**config.mk**
```make
export PLATFORM = sky130hd
export DESIGN_NAME = traffic_light_sequencer_flat
export DESIGN_NICKNAME = d
export VERILOG_FILES = /design/src/rtl/traffic_light_sequencer_if.sv /design/src/rtl/traffic_light_sequencer.sv /design/src/flat_wrapper.sv
export SDC_FILE = /design/constraint.sdc
export NUM_CORES = 1
export LEC_CHECK = 0
export ABC_CLOCK_PERIOD_IN_PS = 2300
export CAP_MARGIN = 40
export CORE_AREA = 2 2 92 94
export DETAILED_ROUTE_END_ITERATION = 8
export DIE_AREA = 0 0 94 96
export DONT_BUFFER_PORTS = 1
export PLACE_DENSITY = 0.78
export SLEW_MARGIN = 20
export SYNTH_ARGS = -nofsm -noshare
export SYNTH_HDL_FRONTEND = slang
export SYNTH_SLANG_ARGS = --single-unit
```
**constraint.sdc**
```tcl
create_clock -name clock -period 2.3 [get_ports clock]
set_input_delay 0.345 -clock clock [delete_from_list [all_inputs] [get_ports clock]]
set_output_delay 0.345 -clock clock [all_outputs]
set_load 0.02 [all_outputs]
```
**src/rtl/traffic_light_sequencer_if.sv**
```systemverilog
// Signal bundle between a traffic-light sequencer and the logic that controls
// and observes it; the sequencer takes the slave side.
interface traffic_light_sequencer_if;
    logic        enable;
    logic        ped_request;
    logic        maintenance;
    logic        red;
    logic        yellow;
    logic        green;
    logic        walk;
    logic        ped_pending;
    logic        state_change;
    logic [31:0] clock_ticks;

    modport master (
        output enable,
        output ped_request,
        output maintenance,
        input  red,
        input  yellow,
        input  green,
        input  walk,
        input  ped_pending,
        input  state_change,
        input  clock_ticks
    );

    modport slave (
        input  enable,
        input  ped_request,
        input  maintenance,
        output red,
        output yellow,
        output green,
        output walk,
        output ped_pending,
        output state_change,
        output clock_ticks
    );
endinterface

```
**src/rtl/traffic_light_sequencer.sv**
```systemverilog
// Single-approach traffic-light sequencer: RED -> GREEN -> YELLOW cycle with a
// remaining-tick countdown, pedestrian green truncation and a flashing-yellow mode.
module traffic_light_sequencer #(
    parameter logic [31:0] RED_TICKS       = 32'd500000000,
    parameter logic [31:0] GREEN_TICKS     = 32'd500000000,
    parameter logic [31:0] YELLOW_TICKS    = 32'd150000000,
    parameter logic [31:0] PED_GREEN_TICKS = 32'd100000000,
    parameter logic [31:0] FLASH_TICKS     = 32'd25000000
) (
    input logic                      clock,
    input logic                      reset_n,
    traffic_light_sequencer_if.slave bus
);

    typedef enum logic [1:0] {
        ST_RED    = 2'd0,
        ST_GREEN  = 2'd1,
        ST_YELLOW = 2'd2,
        ST_FLASH  = 2'd3
    } state_t;

    state_t      r_state;
    logic [31:0] r_ticks;
    logic [31:0] r_flashCnt;
    logic        r_red;
    logic        r_yellow;
    logic        r_green;
    logic        r_walk;
    logic        r_pending;
    logic        r_stateChange;

    state_t      w_nextState;
    logic [31:0] w_nextTicks;
    logic [31:0] w_nextFlashCnt;
    logic        w_nextRed;
    logic        w_nextYellow;
    logic        w_nextGreen;
    logic        w_nextWalk;
    logic        w_nextPending;
    logic        w_nextStateChange;

    // Maintenance outranks everything, including a countdown that ends this cycle.
    always_comb begin
        w_nextState       = r_state;
        w_nextTicks       = r_ticks;
        w_nextFlashCnt    = r_flashCnt;
        w_nextRed         = r_red;
        w_nextYellow      = r_yellow;
        w_nextGreen       = r_green;
        w_nextWalk        = r_walk;
        w_nextPending     = r_pending | (bus.ped_request & ~r_walk);
        w_nextStateChange = 1'b0;

        if (bus.maintenance) begin
            w_nextPending = 1'b0;
            if (r_state != ST_FLASH) begin
                w_nextState       = ST_FLASH;
                w_nextTicks       = 32'd0;
                w_nextFlashCnt    = 32'd0;
                w_nextRed         = 1'b0;
                w_nextYellow      = 1'b1;
                w_nextGreen       = 1'b0;
                w_nextWalk        = 1'b0;
                w_nextStateChange = 1'b1;
            end else if (r_flashCnt == FLASH_TICKS - 32'd1) begin
                w_nextYellow   = ~r_yellow;
                w_nextFlashCnt = 32'd0;
            end else begin
                w_nextFlashCnt = r_flashCnt + 32'd1;
            end
        end else if (r_state == ST_FLASH) begin
            w_nextState       = ST_RED;
            w_nextTicks       = RED_TICKS - 32'd1;
            w_nextFlashCnt    = 32'd0;
            w_nextRed         = 1'b1;
            w_nextYellow      = 1'b0;
            w_nextGreen       = 1'b0;
            w_nextWalk        = 1'b0;
            w_nextPending     = 1'b0;
            w_nextStateChange = 1'b1;
        end else if (bus.enable) begin
            if (r_ticks == 32'd0) begin
                w_nextStateChange = 1'b1;
                case (r_state)
                    ST_RED: begin
                        w_nextState  = ST_GREEN;
                        w_nextTicks  = GREEN_TICKS - 32'd1;
                        w_nextRed    = 1'b0;
                        w_nextYellow = 1'b0;
                        w_nextGreen  = 1'b1;
                        w_nextWalk   = 1'b0;
                    end
                    ST_GREEN: begin
                        w_nextState  = ST_YELLOW;
                        w_nextTicks  = YELLOW_TICKS - 32'd1;
                        w_nextRed    = 1'b0;
                        w_nextYellow = 1'b1;
                        w_nextGreen  = 1'b0;
                    end
                    default: begin
                        // A request arriving on this very edge is served, not re-latched.
                        w_nextState   = ST_RED;
                        w_nextTicks   = RED_TICKS - 32'd1;
                        w_nextRed     = 1'b1;
                        w_nextYellow  = 1'b0;
                        w_nextGreen   = 1'b0;
                        w_nextWalk    = r_pending | bus.ped_request;
                        w_nextPending = 1'b0;
                    end
                endcase
            end else if ((r_state == ST_GREEN) && r_pending &&
                         (r_ticks > PED_GREEN_TICKS - 32'd1)) begin
                w_nextTicks = PED_GREEN_TICKS - 32'd1;
            end else begin
                w_nextTicks = r_ticks - 32'd1;
            end
        end
    end

    always_ff @(posedge clock or negedge reset_n) begin
        if (!reset_n) begin
            r_state       <= ST_RED;
            r_ticks       <= RED_TICKS - 32'd1;
            r_flashCnt    <= 32'd0;
            r_red         <= 1'b1;
            r_yellow      <= 1'b0;
            r_green       <= 1'b0;
            r_walk        <= 1'b0;
            r_pending     <= 1'b0;
            r_stateChange <= 1'b0;
        end else begin
            r_state       <= w_nextState;
            r_ticks       <= w_nextTicks;
            r_flashCnt    <= w_nextFlashCnt;
            r_red         <= w_nextRed;
            r_yellow      <= w_nextYellow;
            r_green       <= w_nextGreen;
            r_walk        <= w_nextWalk;
            r_pending     <= w_nextPending;
            r_stateChange <= w_nextStateChange;
        end
    end

    assign bus.red          = r_red;
    assign bus.yellow       = r_yellow;
    assign bus.green        = r_green;
    assign bus.walk         = r_walk;
    assign bus.ped_pending  = r_pending;
    assign bus.state_change = r_stateChange;
    assign bus.clock_ticks  = r_ticks;

endmodule

```
**src/flat_wrapper.sv**
```systemverilog
// flat-port wrapper written by rule: the top's interface ports become plain ports
module traffic_light_sequencer_flat 
#(
    parameter logic [31:0] RED_TICKS       = 32'd500000000,
    parameter logic [31:0] GREEN_TICKS     = 32'd500000000,
    parameter logic [31:0] YELLOW_TICKS    = 32'd150000000,
    parameter logic [31:0] PED_GREEN_TICKS = 32'd100000000,
    parameter logic [31:0] FLASH_TICKS     = 32'd25000000
)
  (clock, reset_n, bus_enable, bus_ped_request, bus_maintenance, bus_red, bus_yellow, bus_green, bus_walk, bus_ped_pending, bus_state_change, bus_clock_ticks);
  traffic_light_sequencer_if bus_i ();
  input logic clock;
  input logic reset_n;
  input wire logic [$bits(bus_i.enable)-1:0] bus_enable;
  input wire logic [$bits(bus_i.ped_request)-1:0] bus_ped_request;
  input wire logic [$bits(bus_i.maintenance)-1:0] bus_maintenance;
  output wire logic [$bits(bus_i.red)-1:0] bus_red;
  output wire logic [$bits(bus_i.yellow)-1:0] bus_yellow;
  output wire logic [$bits(bus_i.green)-1:0] bus_green;
  output wire logic [$bits(bus_i.walk)-1:0] bus_walk;
  output wire logic [$bits(bus_i.ped_pending)-1:0] bus_ped_pending;
  output wire logic [$bits(bus_i.state_change)-1:0] bus_state_change;
  output wire logic [$bits(bus_i.clock_ticks)-1:0] bus_clock_ticks;
  assign bus_i.enable = bus_enable;
  assign bus_i.ped_request = bus_ped_request;
  assign bus_i.maintenance = bus_maintenance;
  assign bus_red = bus_i.red;
  assign bus_yellow = bus_i.yellow;
  assign bus_green = bus_i.green;
  assign bus_walk = bus_i.walk;
  assign bus_ped_pending = bus_i.ped_pending;
  assign bus_state_change = bus_i.state_change;
  assign bus_clock_ticks = bus_i.clock_ticks;
  traffic_light_sequencer #(.RED_TICKS(RED_TICKS), .GREEN_TICKS(GREEN_TICKS), .YELLOW_TICKS(YELLOW_TICKS), .PED_GREEN_TICKS(PED_GREEN_TICKS), .FLASH_TICKS(FLASH_TICKS)) u_core (.clock(clock), .reset_n(reset_n), .bus(bus_i));
endmodule
```
**Word-level counts from Yosys, hierarchy flattened**

Cells that the tools add are included.

- Logic and storage cells: 86
- Output and inout bits: 38
- Input bits: 5
- Register bits: 72

- Muxes and demuxes: 50
- Magnitude comparators: 1
- Equal/unequal tests: 7
- Bitwise logic cells: 5
- Add/sub/neg operators: 2
- Reductions and logical operators: 12

Operators with widths:

| kind | count |
|---|---|
| $mux W32 | 10 |
| $add A32 B1 Y32 const B | 1 |
| $eq A32 B25 Y1 const B | 1 |
| $gt A32 B27 Y1 const B | 1 |
| $logic_not A32 Y1 | 1 |
| $mux W1 | 32 |
| $sub A32 B1 Y32 const B | 1 |
| $mux W29 | 1 |
| $mux W2 | 5 |
| $reduce_and A3 Y1 | 2 |
| $reduce_bool A3 Y1 | 2 |
| $pmux W2 S2 | 1 |
| $reduce_and A4 Y1 | 1 |
| $ne A3 B1 Y1 const B | 1 |
| $ne A3 B2 Y1 const B | 1 |
| $eq A2 B1 Y1 const B | 1 |
| $eq A2 B2 Y1 const B | 1 |
| $logic_and A1 B1 Y1 | 2 |
| $logic_not A2 Y1 | 1 |
| $ne A2 B1 Y1 const B | 1 |
| $ne A2 B2 Y1 const B | 1 |
| $not A1 Y1 | 2 |
| $or A1 B1 Y1 | 2 |
| $pmux W1 S2 | 1 |
| other kinds (4) | 4 |

**Longest topological paths before layout**

- Depth after elaboration: 8
- Depth in mapped cells: 11
- Mapped depth without buffers: 8

**Worst setup path before layout**

OpenSTA, ideal clock, no wires.

- Path type: flip-flop to flip-flop
- From: register u_core.r_ticks[8] (netlist: u_core.bus.clock_ticks[8])
- To: register u_core.r_green (netlist: u_core.bus.green)
- Period minus slack after synthesis: 2,547 ps
- Arrival: 2,446 ps
- Slack: -247 ps
- Required time: 2,199 ps
- Buffers on the path: 1
- Stages on the path, launching flop included: 8
- Library setup time: 101 ps
- Path through: dfrtp_1 or4_4 or4_1 buf_2 nor4_4 nand3b_1 a21boi_1 o311ai_2

- Cells in the longest elaborated chain, start to end: 3

RTL lines:

| what | line | RTL |
|---|---|---|
| from (decl) | traffic_light_sequencer.sv:23 | `logic [31:0] r_ticks;` |
| from (signal assigned) | traffic_light_sequencer.sv:123 | `r_ticks <= RED_TICKS - 32'd1;` |
| from (signal assigned) | traffic_light_sequencer.sv:133 | `r_ticks <= w_nextTicks;` |
| $logic_not A32 Y1 | traffic_light_sequencer.sv:82 | `if (r_ticks == 32'd0) begin` |
| $reduce_bool A3 Y1 (no line) | n/a |  |
| $reduce_and A3 Y1 (no line) | n/a |  |
| to (signal assigned) | traffic_light_sequencer.sv:137 | `r_green <= w_nextGreen;` |
| to (decl) | traffic_light_sequencer.sv:27 | `logic r_green;` |

No other way between the ends.
A chain may end at the register's enable or synchronous reset.

**Worst setup path after layout**

- From: register u_core.r_ticks[11] (netlist: u_core.bus.clock_ticks[11])
- To: register u_core.r_ticks[28] (netlist: u_core.bus.clock_ticks[28])

- Cells in the longest elaborated chain, start to end: 7
- Elaborated cells on any way between the ends: 9
- Those cells by class: 1 x add/sub; 1 x order compare; 5 x mux; 2 x reduce/logical

RTL lines:

| what | line | RTL |
|---|---|---|
| $gt A32 B27 Y1 | traffic_light_sequencer.sv:112 | `(r_ticks > PED_GREEN_TICKS - 32'd1)) begin` |
| $logic_and A1 B1 Y1 | traffic_light_sequencer.sv:111 | `end else if ((r_state == ST_GREEN) && r_pending &&` |
| $mux W32 | traffic_light_sequencer.sv:111 |  |
| $mux W32 (*) | traffic_light_sequencer.sv:82 |  |
| $mux W32 (*) | traffic_light_sequencer.sv:81 | `end else if (bus.enable) begin` |
| $mux W32 (*) | traffic_light_sequencer.sv:71 | `end else if (r_state == ST_FLASH) begin` |
| $mux W32 (*) | traffic_light_sequencer.sv:54 | `if (bus.maintenance) begin` |

Mark *: on every way between the ends. The rest lies on a longest branch, timed or not. The select of a mux whose other input is x is not followed.

==> flow_summary.html <==
<table>
<tr><th>Metric</th><th>Value</th></tr>
<tr><th colspan="2">Synthesis</th></tr>
<tr><td>Dominant synthesized flop cell</td><td>dfrtp_1</td></tr>
<tr><td>Cell variety after synth</td><td>63</td></tr>
<tr><td>Library cell with the largest summed area after synthesis</td><td>dfrtp_1</td></tr>
<tr><td>Sequential element share of the synthesized area</td><td>0.407</td></tr>
<tr><td>Number of warnings printed during yosys synthesis</td><td>0</td></tr>
<tr><td>Synth Register Bits</td><td>72</td></tr>
<tr><td>Leading cell type by number of instances after synthesis</td><td>dfrtp_1</td></tr>
<tr><td>Number of nets in the synthesized netlist</td><td>540</td></tr>
<tr><td>Number of standard cells after synthesis</td><td>532</td></tr>
<tr><td>Cell area after technology mapping</td><td>4490 µm²</td></tr>
<tr><td>Synth async-reset ratio</td><td>1.00</td></tr>
<tr><td>Top cell types by occurrence after synthesis</td><td>51 x dfrtp_1, 50 x o21ai_0, 42 x nand2_1</td></tr>
<tr><td>Count of flip-flops with a built-in enable after synthesis</td><td>0</td></tr>
<tr><td>Most area-consuming cells after synthesis</td><td>dfrtp_1 28%, dfstp_2 12%, o21ai_0 5.6%, a21oi_1 3.7%, nand3_1 3.6%</td></tr>
<tr><td>Mean area per synthesized cell</td><td>8.44 µm²</td></tr>
<tr><td>Synth top area share</td><td>0.284</td></tr>
<tr><th colspan="2">Detailed routing</th></tr>
<tr><td>Antenna Nets Post-Route</td><td>0</td></tr>
<tr><td>Count of TritonRoute iterations in the first routing pass</td><td>6</td></tr>
<tr><td>Vias per Instance</td><td>6.88</td></tr>
<tr><td>DR WL/cell</td><td>20.9 µm</td></tr>
<tr><td>Post-route DRC violation count</td><td>0</td></tr>
<tr><td>Violation count after the first detailed-route iteration</td><td>616</td></tr>
<tr><td>Vias after detailed routing</td><td>5051</td></tr>
<tr><td>Drt total wl</td><td>15300 µm</td></tr>
<tr><th colspan="2">Setup path</th></tr>
<tr><td>Destination of the worst register-to-register timing path</td><td>u_core.bus.clock_ticks[28]</td></tr>
<tr><td>CP startpoint</td><td>u_core.bus.clock_ticks[11]</td></tr>
<tr><td>Worst Path Required</td><td>2.57 ns</td></tr>
<tr><td>Slowest CP cell</td><td>or4_4</td></tr>
<tr><td>Crit path to</td><td>u_core.bus.clock_ticks[28]</td></tr>
<tr><td>Worst R2R Setup Slack</td><td>-0.09 ns</td></tr>
<tr><td>Maximum single-stage delay on the critical path</td><td>0.55 ns</td></tr>
<tr><td>Endpoint class of the critical path</td><td>flop</td></tr>
<tr><td>CP Cell Sequence</td><td>or4_4, o2111ai_2, a211o_1, buf_4, nand2_1, or4b_1, o211ai_1</td></tr>
<tr><td>Reg2reg start</td><td>u_core.bus.clock_ticks[11]</td></tr>
<tr><td>Critical Setup Path Class</td><td>reg -&gt; reg</td></tr>
<tr><td>Depth of the most critical reg-to-reg path</td><td>7</td></tr>
<tr><td>Maximum fanout along the worst path</td><td>4</td></tr>
<tr><td>Crit path DAT</td><td>2.65 ns</td></tr>
<tr><td>Worst setup SP type</td><td>flop</td></tr>
<tr><th colspan="2">Die</th></tr>
<tr><td>Die ar.</td><td>9020 µm²</td></tr>
<tr><td>Vertical die dimension</td><td>96 µm</td></tr>
<tr><td>Width of the die</td><td>94 µm</td></tr>
<tr><td>Area of the core region</td><td>8050 µm²</td></tr>
<tr><td>Placement Rows</td><td>33</td></tr>
<tr><td>Effective utilization at floorplan</td><td>0.558</td></tr>
<tr><td>Count of pins on the block boundary</td><td>43</td></tr>
<tr><th colspan="2">GRT</th></tr>
<tr><td>Initial antenna violation count</td><td>0</td></tr>
<tr><td>GRT Overall Usage</td><td>0.339</td></tr>
<tr><td>Wire length of the first global-routing pass</td><td>23800 µm</td></tr>
<tr><td>Global-route congestion overflow total</td><td>0</td></tr>
<tr><td>Largest net degree at the start of global routing</td><td>73</td></tr>
<tr><td>Vias in the first global route</td><td>4774</td></tr>
<tr><th colspan="2">STA</th></tr>
<tr><td>Slew @ Worst Pin</td><td>0.559 ns</td></tr>
<tr><td>Final Hold Fails</td><td>0</td></tr>
<tr><td>Worst Setup Slack, final</td><td>-0.0859 ns</td></tr>
<tr><td>Unrepaired setup endpoints after global routing</td><td>true</td></tr>
<tr><td>Final Setup Violations</td><td>25</td></tr>
<tr><td>Fin crit period</td><td>2.39 ns</td></tr>
<tr><td>Worst slack on hold paths</td><td>0.0360 ns</td></tr>
<tr><td>Post-route clock skew</td><td>0.0145 ns</td></tr>
<tr><td>Max_slew headroom</td><td>0.626</td></tr>
<tr><td>Number of max-slew violations in the final report</td><td>0</td></tr>
<tr><td>Period utilisation layout</td><td>1.04</td></tr>
<tr><td>Upper clock frequency limit</td><td>419 MHz</td></tr>
<tr><th colspan="2">Outcome</th></tr>
<tr><td>Run status</td><td>complete, but fails checks</td></tr>
<tr><td>Violated checks</td><td>setup timing</td></tr>
<tr><th colspan="2">Finish</th></tr>
<tr><td># nets final</td><td>632</td></tr>
<tr><td>Share of the core filled with cells</td><td>0.733</td></tr>
<tr><td>Final instance area</td><td>5910 µm²</td></tr>
<tr><td>Syn-to-layout area delta</td><td>31.5%</td></tr>
<tr><td>Filler cells</td><td>551</td></tr>
<tr><td>Layout cells sized above 1</td><td>0.329</td></tr>
<tr><td># diodes</td><td>0</td></tr>
<tr><th colspan="2">Placed design</th></tr>
<tr><td>Final GP Congestion</td><td>0.967</td></tr>
<tr><td>Placed wire-length estimate</td><td>10300 µm</td></tr>
<tr><td>Number of port buffers</td><td>0</td></tr>
<tr><td>Placed cell areas</td><td>5300 µm²</td></tr>
<tr><th colspan="2">Power and ir drop</th></tr>
<tr><td>Switching share of total power</td><td>0.423</td></tr>
<tr><td>Power dissipated by switching net loads</td><td>2.59 mW</td></tr>
<tr><td>Relative contribution of the clock network to total power</td><td>0.209</td></tr>
<tr><td>Combinational group share of total power</td><td>0.473</td></tr>
<tr><td>Pwr per Cell Area</td><td>1040 nW/µm²</td></tr>
<tr><td>Worst voltage drop across the vdd grid</td><td>0.000818 V</td></tr>
<tr><td>Internal power</td><td>3.53 mW</td></tr>
<tr><td>Lkg Pwr</td><td>2.46 nW</td></tr>
<tr><td>Power after layout</td><td>6.12 mW</td></tr>
<tr><td>Portion of total power attributed to sequential cells</td><td>0.318</td></tr>
<tr><th colspan="2">CTS</th></tr>
<tr><td>Clk Tree Root Cell</td><td>clkbuf_8</td></tr>
<tr><td>Clock net sink count</td><td>72</td></tr>
<tr><td>Depth of the CTS H-tree</td><td>3</td></tr>
<tr><td>Worst-Skew Late Latency</td><td>0.36 ns</td></tr>
<tr><td>Clock tree from TritonCTS</td><td>yes</td></tr>
<tr><td>Reg clk slew, reported paths</td><td>0.09 ns</td></tr>
<tr><td>Number of CTS-inserted buffers</td><td>9</td></tr>
<tr><td>Longest Clk Path Bufs</td><td>2</td></tr>
<tr><th colspan="2">Hold path</th></tr>
<tr><td>Type of the tightest min-delay check</td><td>in -&gt; reg</td></tr>
<tr><th colspan="2">Run</th></tr>
<tr><td>Max_cap viols</td><td>0</td></tr>
</table>
==> sequential cells by signal, indices dropped and copies added (netlist names) <==
signal / cells
u_core.r_flashCnt: 32
u_core.bus.ped_pending: 1
u_core.bus.state_change: 1
u_core.bus.red: 1
u_core.bus.yellow: 1
u_core.bus.green: 1
u_core.bus.walk: 1
u_core.r_state: 2
u_core.bus.clock_ticks: 32
==> cell families after synthesis <==
family / Yosys count / synth area share
simple gates: 236 / 0.290
compound gates: 166 / 0.239
flops: 72 / 0.407
buf+inv: 48 / 0.0412
xor+xnor: 4 / 0.00780
mux: 3 / 0.00669
fa+ha+maj: 3 / 0.00836
==> worst min path at each step <==
stage	end	cells past startpoint	from
floorplan	u_core.bus.clock_ticks[11]	0	reset_n
global placement	u_core.r_flashCnt[16]	0	reset_n
detailed placement	u_core.r_flashCnt[16]	0	reset_n
CTS	u_core.bus.red	1	bus_maintenance
global route	u_core.bus.red	1	bus_maintenance
finish	u_core.bus.red	1	bus_maintenance
==> timing repair <==
item,4_1_cts,5_1_grt
hold buffers,2,0
cloned,0,2
gates resized for setup,10,57
endpoints found under the setup margin,23,56
pin swaps,4,16
setup buffers,1,4
hold endpoints to repair,72,0
==> routing by layer <==
layer,GRT usage,part of all wire
met2,0.529,0.47
met4,0.145,0.034
met1,0.454,0.40
met5,0,0
met3,0.0822,0.096
==> critical path, delay by kind of cell (launching register included) <==
| family | cells | cell delay [ns] |
|---|---|---|
| and+or+nand+nor | 3 | 1.19 |
| AOI/OAI and AO/OA | 3 | 0.57 |
| DFF | 1 | 0.41 |
| buffers and inverters | 1 | 0.13 |
==> power by group through the flow <==
stage / clock (mW) / sequential (mW) / combinational (mW)
3_3_place_gp: 0 / 1.93 / 2.48
2_1_floorplan: 0 / 2.20 / 1.24
4_1_cts: 1.27 / 1.93 / 2.64
5_1_grt: 1.34 / 1.98 / 3.08
6_report: 1.28 / 1.95 / 2.90
3_5_place_dp: 0 / 1.95 / 2.55
==> layout by cell type (no fill, tap or decap), drive strengths merged, types with 3 or more instances in the layout <==
master / instances
nand4: 14
and2: 8
a211o: 3
o221ai: 3
mux2i: 3
a21o: 6
nand2: 43
nor3: 19
a22o: 5
ha: 3
and3: 9
o31ai: 11
or4: 8
or2: 5
and4: 7
a32o: 4
nor2b: 3
a211oi: 4
inv: 18
nand2b: 4
a21oi: 33
a31o: 3
o211a: 3
bufinv: 3
o211ai: 4
a31oi: 18
clkbuf: 9
nor2: 39
nor3b: 6
or3: 13
nor4: 16
o21ai: 51
buf: 112
dfrtp: 51
o21a: 3
nand3: 32
dfstp: 21
xor2: 3
==> stage by stage <==
step	TNS, ns	instances	setup slack (ns)
3_3_place_gp	-0.564	709	-0.113
6_report	-0.878	734	-0.0859
4_1_cts	-0.257	728	-0.0541
2_1_floorplan	-1.13	532	-0.149
3_5_place_dp	-1.03	709	-0.146
5_1_grt	-3.04	734	-0.145
==> layout make-up <==
cell class                      instances  area, µm²  share of cell area
Clock buffer                            9        124              0.0210
Sequential cell                        72       1830               0.310
Inverter                               16       60.1              0.0102
Tap cell                              105        131              0.0222
Clock inverter                          7        125              0.0212
Multi-Input combinational cell        412       2730               0.462
Timing Repair Buffer                  113        905               0.153
No activity file was read; power rests on OpenSTA's default activity.
